## config.mk

```make
export PLATFORM = sky130hd
export DESIGN_NAME = serial_word_comparator
export DESIGN_NICKNAME = d
export VERILOG_FILES = /design/src/rtl/cmp_pkg.sv /design/src/rtl/cmp_bit_cell.sv /design/src/rtl/serial_word_comparator.sv
export SDC_FILE = /design/constraint.sdc
export NUM_CORES = 1
export LEC_CHECK = 0
export CORE_MARGIN = 1.5
export CORE_UTILIZATION = 45
export CTS_CLUSTER_SIZE = 30
export DETAILED_ROUTE_END_ITERATION = 10
export PLACE_DENSITY_LB_ADDON = 0.2
export SYNTH_ARGS = -nofsm -noshare
export SYNTH_HDL_FRONTEND = slang
export SYNTH_SLANG_ARGS = --single-unit
export TNS_END_PERCENT = 100
```

## constraint.sdc

```tcl
create_clock -name clk -period 2.35 [get_ports clk]
set_input_delay 0.47 -clock clk [delete_from_list [all_inputs] [get_ports clk]]
set_output_delay 0.47 -clock clk [all_outputs]
set_load 0.05 [all_outputs]
```

## src/rtl/cmp_pkg.sv

```systemverilog
// Shared compare codes and FSM state encoding for the serial word comparator.
package cmp_pkg;

  typedef logic [1:0] cmp_t;

  localparam cmp_t CMP_EQ = 2'b00;
  localparam cmp_t CMP_LT = 2'b01;
  localparam cmp_t CMP_GT = 2'b10;

  typedef enum logic [1:0] {
    IDLE = 2'd0,
    SCAN = 2'd1,
    DONE = 2'd2
  } state_t;

endpackage

```

## src/rtl/cmp_bit_cell.sv

```systemverilog
// One bit pair of an MSB-first magnitude compare; an earlier difference always wins.
module cmp_bit_cell
  import cmp_pkg::*;
(
  input  logic i_a,
  input  logic i_b,
  input  cmp_t i_prev,
  output cmp_t o_next
);

  always_comb begin
    o_next = i_prev;
    if (i_prev == CMP_EQ) begin
      if (i_a && !i_b)      o_next = CMP_GT;
      else if (!i_a && i_b) o_next = CMP_LT;
    end
  end

endmodule

```

## src/rtl/serial_word_comparator.sv

```systemverilog
// Bit-serial unsigned magnitude comparator with valid/ready on both sides.
module serial_word_comparator
  import cmp_pkg::*;
#(
  parameter int WIDTH      = 8,
  parameter bit EARLY_EXIT = 1'b1
) (
  input  logic                       clk,
  input  logic                       rst_n,
  input  logic                       in_valid,
  output logic                       in_ready,
  input  logic [WIDTH-1:0]           a,
  input  logic [WIDTH-1:0]           b,
  output logic                       out_valid,
  input  logic                       out_ready,
  output logic [1:0]                 result,
  output logic [$clog2(WIDTH+1)-1:0] bits_used
);

  localparam int CW = $clog2(WIDTH+1);

  state_t           r_state;
  logic [WIDTH-1:0] r_a_sr;
  logic [WIDTH-1:0] r_b_sr;
  cmp_t             r_acc;
  logic [CW-1:0]    r_cnt;
  cmp_t             w_cell;
  logic             w_last;

  cmp_bit_cell u_cell (
    .i_a    (r_a_sr[WIDTH-1]),
    .i_b    (r_b_sr[WIDTH-1]),
    .i_prev (r_acc),
    .o_next (w_cell)
  );

  // Last scan cycle: either all bits consumed or the answer is already settled.
  assign w_last = ((int'(r_cnt) + 1) == WIDTH) ||
                  (EARLY_EXIT && (w_cell != CMP_EQ));

  assign in_ready  = (r_state == IDLE);
  assign out_valid = (r_state == DONE);
  assign result    = r_acc;
  assign bits_used = r_cnt;

  always_ff @(posedge clk) begin
    if (!rst_n) begin
      r_state <= IDLE;
      r_a_sr  <= '0;
      r_b_sr  <= '0;
      r_acc   <= CMP_EQ;
      r_cnt   <= '0;
    end else begin
      unique case (r_state)
        IDLE: begin
          if (in_valid) begin
            r_a_sr  <= a;
            r_b_sr  <= b;
            r_acc   <= CMP_EQ;
            r_cnt   <= '0;
            r_state <= SCAN;
          end
        end
        SCAN: begin
          r_acc  <= w_cell;
          r_cnt  <= r_cnt + CW'(1);
          r_a_sr <= r_a_sr << 1;
          r_b_sr <= r_b_sr << 1;
          if (w_last) r_state <= DONE;
        end
        DONE: begin
          if (out_ready) r_state <= IDLE;
        end
        default: r_state <= IDLE;
      endcase
    end
  end

endmodule

```

# ---- Word-level counts from Yosys, hierarchy flattened
# Index checks and enable logic that the tools add are counted.
dict set report word_totals {
  reg_bits 24
  inputBits 20
  wordCells 39
}
dict set report op_classes {
  reduce_logical 11
  mux 15
  addsub 2
  n_eq_ne 6
}
# operator n
set ops {}
lappend ops {{8-bit one-hot mux with 2 select lines} 2}
lappend ops {{8-bit two-way mux} 2}
lappend ops {{2-bit two-way mux} 7}
lappend ops {{4-bit one-hot mux with 2 select lines} 1}
lappend ops {{2-bit one-hot mux with 3 select lines} 1}
lappend ops {{4-bit by 1-bit adder with 5-bit output, second input constant} 1}
lappend ops {{5-bit by 4-bit == test with 1-bit output, second input constant} 1}
lappend ops {{4-bit by 1-bit adder with 4-bit output, second input constant} 1}
lappend ops {{2-bit logical NOT} 2}
lappend ops {{4-bit two-way mux} 1}
lappend ops {{2-bit != test, second input constant} 2}
lappend ops {{2-bit one-hot mux with 2 select lines} 1}
lappend ops {{2-bit nonzero test} 2}
lappend ops {{3-bit AND reduction} 1}
lappend ops {{2-bit by 1-bit == test with 1-bit output, second input constant} 1}
lappend ops {{2-bit == test, second input constant} 1}
lappend ops {{1-bit logical AND} 2}
lappend ops {{1-bit logical NOT} 2}
lappend ops {{2-bit by 1-bit != test with 1-bit output, second input constant} 1}
lappend ops {{2-bit AND reduction} 1}
lappend ops {{1-bit logical OR} 1}

# ---- Depth between registers and ports, before layout
# Gate-level depths: netlist (run 1).
dict set report logic_depth {
  depth_word 9
  ltp_mapped 5
  depth_no_buf 4
}

# ---- Hierarchy
# From an unflattened synthesis (run 1), not the netlist that was laid out.
dict set report unflattened {
  cells_unflattened 130
  area_unflattened_um2 1099.8
}
# module cells_per_inst seq_area_each_um2 area_per_inst_um2 n_inst
set by_module_without_submodules {}
lappend by_module_without_submodules {serial_word_comparator 126 480.5 1074.8 1}
lappend by_module_without_submodules {cmp_bit_cell 4 0.0 25.0 1}

# ---- Least setup slack after synthesis (run 1)
# No wires, ideal clock.
dict set report synth_path {
  path_type {register to output}
  start {register r_state[1]}
  end {output port out_valid}
  path_stages_with_launch 5
  arrival_time_ps 1291
  path_slack_ps 589
  required_ps 1880
  path_cell_list {dfxtp_1 > buf_6 > inv_1 > buf_2 > nor2_1}
}
dict set report synth_between {
  elab_chain_cells 1
}
# item line
set synth_rtl {}
lappend synth_rtl {{from (decl)} serial_word_comparator.sv:22} ;# state_t r_state;
lappend synth_rtl {{from (signal assigned)} serial_word_comparator.sv:48} ;# r_state <= IDLE;
lappend synth_rtl {{from (signal assigned)} serial_word_comparator.sv:61} ;# r_state <= SCAN;
lappend synth_rtl {{from (signal assigned)} serial_word_comparator.sv:69} ;# if (w_last) r_state <= DONE;
lappend synth_rtl {{2-bit == test} serial_word_comparator.sv:42} ;# assign out_valid = (r_state == DONE);
lappend synth_rtl {{to (decl)} serial_word_comparator.sv:14} ;# output logic out_valid,
# Every way passes these cells.

# ---- Final worst setup path (run 1)
# Same ends and word-level chain as after synthesis.

==> flow_metrics.py, run 1 <==
metrics = {
    "flow_run": {
        "drv_cap": 0,
    },
    "drt": {
        "drc": 0,
        "vias": 1175,
        "wl_mm": 2.83,
        "drt_first_pass_iters": 4,
        "wl_per_cell_um": 14.5,
        "drt_first_iter_violations": 36,
        "antenna_left": 0,
        "viasPerCell": 5.99,
    },
    "setup_path": {
        "slowest_stage": "dfxtp_1",
        "worst-path-stages": 4,
        "cp_cell_sequence": "buf_4 -> inv_1 -> nor2_1 -> buf_12",
        "crit_arrival_ns": 1.60,
        "cp_max_fo": 26,
        "cp-start-kind": "register",
        "crit_path_end_kind": "primary output",
        "regToRegEndpoint": "r_a_sr[6]",
        "crit_required_ns": 1.88,
        "r2r_start": "r_state[0]",
        "rr_worst_depth": 4,
        "path_buf_inv": 3,
        "cp_slowest_stage_delay_ns": 0.35,
        "crit_family": "buffers and inverters",
        "crit_type": "reg2out",
        "rrSetupSlack_ns": 0.97,
    },
    "cells_and_area": {
        "drive_above_1_share_pct": 9.04,
        "area_growth_syn_to_layout_pct": 26.9,
        "finish.utilization_pct": 61.5,
        "layout_common_cells": "clkdlybuf4s50_1 (26), dfxtp_1 (24), a21oi_1 (18)",
        "mostFrequentLayoutCell": "clkdlybuf4s50_1",
        "stdcell_count": 196,
        "fin_nets": 188,
        "antennaDiodeCount": 0,
        "final_area_sq_um": 1550,
    },
    "global_route": {
        "antenna_found_initial": 0,
        "grt_use_total_pct": 20.3,
        "grt_max_degree": 27,
        "grt_overflow": 0,
        "grt_pass1_vias": 1042,
        "grt_pass1_wl_mm": 4.55,
    },
    "cts": {
        "htree_levels": 1,
        "cts.clk_slew.worst_paths_ns": 0.13,
        "clock-sinks": 24,
        "cts_made_buffers": 3,
        "clockRootBuffer": "clkbuf_4",
        "cts_tree": "yes",
        "ctsResizeCount": 0,
        "cts_setup_buffers": 0,
        "hold_buffers": 0,
        "worstSkewPairLatency_ns": 0.31,
        "clockBufferDepth": 2,
    },
    "logic_synthesis": {
        "yosys_warnings": 0,
        "ys_seq_area_share_pct": 39.3,
        "synthCells": 142,
        "ys_ff_latch": 24,
        "syn_area_per_cell_sq_um": 8.61,
        "netlist_top_cells_area": "dfxtp_1 (39%), o221ai_1 (9.3%), a21oi_1 (7.4%)",
        "synth_area_leader_cell": "dfxtp_1",
        "synth_top_area_share_pct": 39.3,
        "syn_nets": 163,
        "ys_types": 34,
        "synth_area_sq_um": 1220,
    },
    "sta": {
        "relSlewSlack_pct": 64.7,
        "period_minus_slack_ns": 2.07,
        "setup_tns_ns": 0,
        "max_freq_mhz": 483,
        "tightest_slew_ns": 0.529,
        "maxSlewViolCount": 0,
        "finalCritPeriodShare_pct": 88.1,
        "clock_skew_ns": 0.00199,
        "rsz0062_at_grt": "no",
        "hold_viol": 0,
        "final-setup-viol-count": 0,
    },
    "floorplanning": {
        "ioPinCount": 28,
        "die_y_um": 55.1,
        "dieArea_sq_um": 3040,
        "initial_core_util_pct": 48.5,
        "fp.dieW_um": 55.1,
        "core_area_sq_um": 2520,
        "fp-row-count": 18,
    },
    "hold_path": {
        "min_from": "r_b_sr[0]",
        "hold_depth": 2,
        "min_path_type": "reg2reg",
        "hold_path_end": "r_b_sr[0]",
    },
    "pwr": {
        "powerDensity_nw_per_um2": 645,
        "power_w": 0.00100,
        "ir_drop_mv": 0.394,
        "leakagePower_nw": 0.557,
    },
    "place": {
        "placed_cells": 192,
        "dpl.hpwl_mm": 1.94,
        "postPlaceCellArea_sq_um": 1520,
        "io_buffer_count": 27,
        "gp_congestion": 0.728,
    },
    "outcome": {
        "status": "completed",
    },
}
cell type report:
class | count | area [sq um]
inverters | 3 | 11.3
fillers | 229 | 971
repair buffers | 32 | 318
well taps | 30 | 37.5
flip-flops and latches | 24 | 480
multi-input cells | 103 | 668
clock buffers | 4 | 36.3
cells by family after synthesis:
logic type                 Yosys count  share of synthesized area [%]
AOI/OAI and AO/OA                   57                           29.6
and+or+nand+nor                     43                           22.5
xor gates and xnor gates             1                          0.717
muxes                                1                          0.819
DFF                                 24                           39.3
adders and majority gates            1                           1.02
buffers and inverters               15                           6.04
layer usage:
layer	up-vias	global-route usage [%]	part of all wire, %
met5	-	0	0
met4	0	6.10	0.95
met3	4	2.69	3.8
met2	30	36.3	49
met1	560	25.2	46
li1	581	-	-
registers in the layout (all words and copies together), names as in the netlist:
name and count:
r_b_sr 8, r_state 2, bits_used 4, r_a_sr 8, result 2
cells in the mapped netlist (all sizes together):
library cell,instances
inv,3
o21ai,17
o221ai,13
or3,1
and2b,1
xnor2,1
and3b,2
nand3,2
mux2i,1
nor4b,2
clkbuf,4
nand2,6
a2bb2oi,1
a21oi,18
or3b,11
a31oi,1
nand2b,3
a22oi,1
buf,8
o21a,1
o21bai,1
o2111a,1
nor3b,2
ha,1
o22ai,2
dfxtp,24
nor2,10
nor2b,3
o221a,1
how the worst max path moves through the flow:
stage / start / endpoint
after global placement: in_valid / r_b_sr[3]
after floorplan: r_state[1] / out_valid
after global routing: r_state[1] / out_valid
final: r_state[1] / out_valid
after CTS: r_state[1] / out_valid
after detailed placement: in_valid / r_b_sr[2]
worst reg2reg max path, cell delays in order, from the launching register on:
cell       delay, ns
dfxtp_1         0.33
buf_4           0.18
inv_1           0.41
a2bb2oi_1       0.23
o221a_2         0.19
where the power goes:
| part | internal, W | leakage [nW] | switching, W | total (W) |
|---|---|---|---|---|
| sequential | 0.000456 | 0.198 | 0.0000407 | 0.000496 |
| combinational | 0.000133 | 0.339 | 0.000151 | 0.000284 |
| clock | 0.0000946 | 0.0210 | 0.000126 | 0.000221 |
metrics by stage:
stage                     hold WS [ns]  setup WS, ns
after floorplan                  0.445         0.589
after global placement           0.464         0.450
final                            0.487         0.279
after CTS                        0.490         0.264
after detailed placement         0.470         0.424
after global routing             0.517         0.173
(Power assumes the default switching activity.)
==> run 2: changes to the inputs <==
--- a/config.mk
+++ b/config.mk
@@ -5,11 +5,13 @@
 export SDC_FILE = /design/constraint.sdc
 export NUM_CORES = 1
 export LEC_CHECK = 0
+export ABC_CLOCK_PERIOD_IN_PS = 2350
 export CORE_MARGIN = 1.5
 export CORE_UTILIZATION = 45
 export CTS_CLUSTER_SIZE = 30
 export DETAILED_ROUTE_END_ITERATION = 10
 export PLACE_DENSITY_LB_ADDON = 0.2
+export RECOVER_POWER = 50
 export SYNTH_ARGS = -nofsm -noshare
 export SYNTH_HDL_FRONTEND = slang
 export SYNTH_SLANG_ARGS = --single-unit
==> flow_metrics.py, run 2 (synthesized netlist as in run 1, its figures left out) <==
metrics = {
    "outcome": {
        "status": "completed",
    },
    "sta": {
        "setup_tns_ns": 0,
        "relSlewSlack_pct": 60.6,
        "rsz0062_at_grt": "no",
        "final-setup-viol-count": 0,
        "maxSlewViolCount": 0,
        "hold_viol": 0,
        "tightest_slew_ns": 0.591,
        "clock_skew_ns": 0.00206,
        "finalCritPeriodShare_pct": 88.2,
        "max_freq_mhz": 482,
        "period_minus_slack_ns": 2.07,
    },
    "floorplanning": {
        "die_y_um": 55.1,
        "ioPinCount": 28,
        "dieArea_sq_um": 3040,
        "core_area_sq_um": 2520,
        "initial_core_util_pct": 48.5,
        "fp.dieW_um": 55.1,
        "fp-row-count": 18,
    },
    "pwr": {
        "leakagePower_nw": 0.551,
        "ir_drop_mv": 0.393,
        "power_switching_w": 0.000317,
        "p_comb_share_pct": 28.2,
        "swShare_pct": 31.8,
        "powerDensity_nw_per_um2": 647,
        "p_int_w": 0.000682,
        "pwr-share-clk_pct": 22.1,
        "p_seq_share_pct": 49.7,
    },
    "hold_path": {
        "min_path_type": "reg2reg",
        "min_from": "r_b_sr[0]",
    },
    "cells_and_area": {
        "area_growth_syn_to_layout_pct": 26.3,
        "mostFrequentLayoutCell": "clkdlybuf4s50_1",
        "drive_above_1_share_pct": 7.83,
        "finish.utilization_pct": 61.2,
        "layout_common_cells": "clkdlybuf4s50_1 (25), dfxtp_1 (24), a21oi_1 (18)",
        "antennaDiodeCount": 0,
        "fin_nets": 188,
        "nFillCells": 229,
    },
    "setup_path": {
        "cp-start-kind": "register",
        "startpoint": "r_state[1]",
        "crit_type": "reg2out",
        "crit_arrival_ns": 1.60,
        "r2r_start": "r_state[0]",
        "crit_path_end_kind": "primary output",
        "cp_max_fo": 26,
        "crit_required_ns": 1.88,
    },
    "global_route": {
        "grt_pass1_wl_mm": 4.55,
        "antenna_found_initial": 0,
        "grt_pass1_vias": 1042,
        "grt_max_degree": 27,
        "grt_use_total_pct": 20.3,
        "grt_overflow": 0,
    },
    "drt": {
        "antenna_left": 0,
        "viasPerCell": 5.98,
        "drt_first_pass_iters": 4,
        "vias": 1172,
        "drc": 0,
        "wl_mm": 2.81,
        "wl_per_cell_um": 14.4,
        "drt_first_iter_violations": 34,
    },
    "cts": {
        "cts.clk_slew.worst_paths_ns": 0.13,
        "clockRootBuffer": "clkbuf_4",
        "ctsResizeCount": 0,
        "htree_levels": 1,
        "clockBufferDepth": 2,
        "clock-sinks": 24,
        "cts_tree": "yes",
        "cts_made_buffers": 3,
        "hold_buffers": 0,
        "worstSkewPairLatency_ns": 0.31,
        "cts_setup_buffers": 0,
    },
    "flow_run": {
        "drv_cap": 0,
    },
    "place": {
        "dpl.hpwl_mm": 1.94,
        "gp_congestion": 0.728,
        "io_buffer_count": 27,
    },
}
[run 2: changes by cell type in the layout (fill, tap and decap cells not counted)]
cell / delta
clkbuf_1: +2
dlygate4sd3_1: +1
buf_4: -2
clkdlybuf4s50_1: -1
[run 2: critical path, cell delays in order (launching register included)]
cell	delay, ns
dfxtp_1	0.35
buf_4	0.25
inv_1	0.26
nor2_1	0.25
buf_12	0.17
[run 2: final timing paths]
path / endpoint / slack, ns / cells after the start
max: out_valid / 0.28 / 4
min: r_b_sr[0] / 0.49 / 2
max reg2reg: r_a_sr[6] / 0.97 / 4
min reg2reg: r_b_sr[0] / 0.49 / 2
[run 2: metal layers]
metal	share of wire [%]	global-route usage, %	routed length, um
met5	0	0	0
met4	0.96	6.10	27
met3	4.0	2.69	113
met2	49	36.3	1380
met1	46	25.2	1300
[run 2: area by class of cell]
cell class	instances	area, sq um	area share [%]
inverters	3	11.3	0.729
well taps	30	37.5	2.43
flip-flops and latches	24	480	31.1
clock buffers	4	36.3	2.35
repair buffers	32	310	20.1
multi-input cells	103	668	43.3
[run 2: power by group through the flow]
stage | logic [W] | clock network [W] | registers [W]
global placement | 0.000278 | 0 | 0.000501
global route | 0.000310 | 0.000239 | 0.000502
floorplan | 0.000185 | 0 | 0.000510
detailed placement | 0.000284 | 0 | 0.000504
CTS | 0.000285 | 0.000225 | 0.000494
finish | 0.000282 | 0.000221 | 0.000496
[run 2: stage by stage]
step | cells | worst slack, ns | total power, W | area (sq um) | hold WS [ns]
finish | 196 | 0.276 | 0.000999 | 1540 | 0.488
global route | 196 | 0.173 | 0.00105 | 1540 | 0.517
CTS | 196 | 0.264 | 0.00100 | 1550 | 0.490
detailed placement | 192 | 0.424 | 0.000788 | 1520 | 0.470
global placement | 192 | 0.450 | 0.000779 | 1520 | 0.464
floorplan | 142 | 0.589 | 0.000695 | 1220 | 0.445
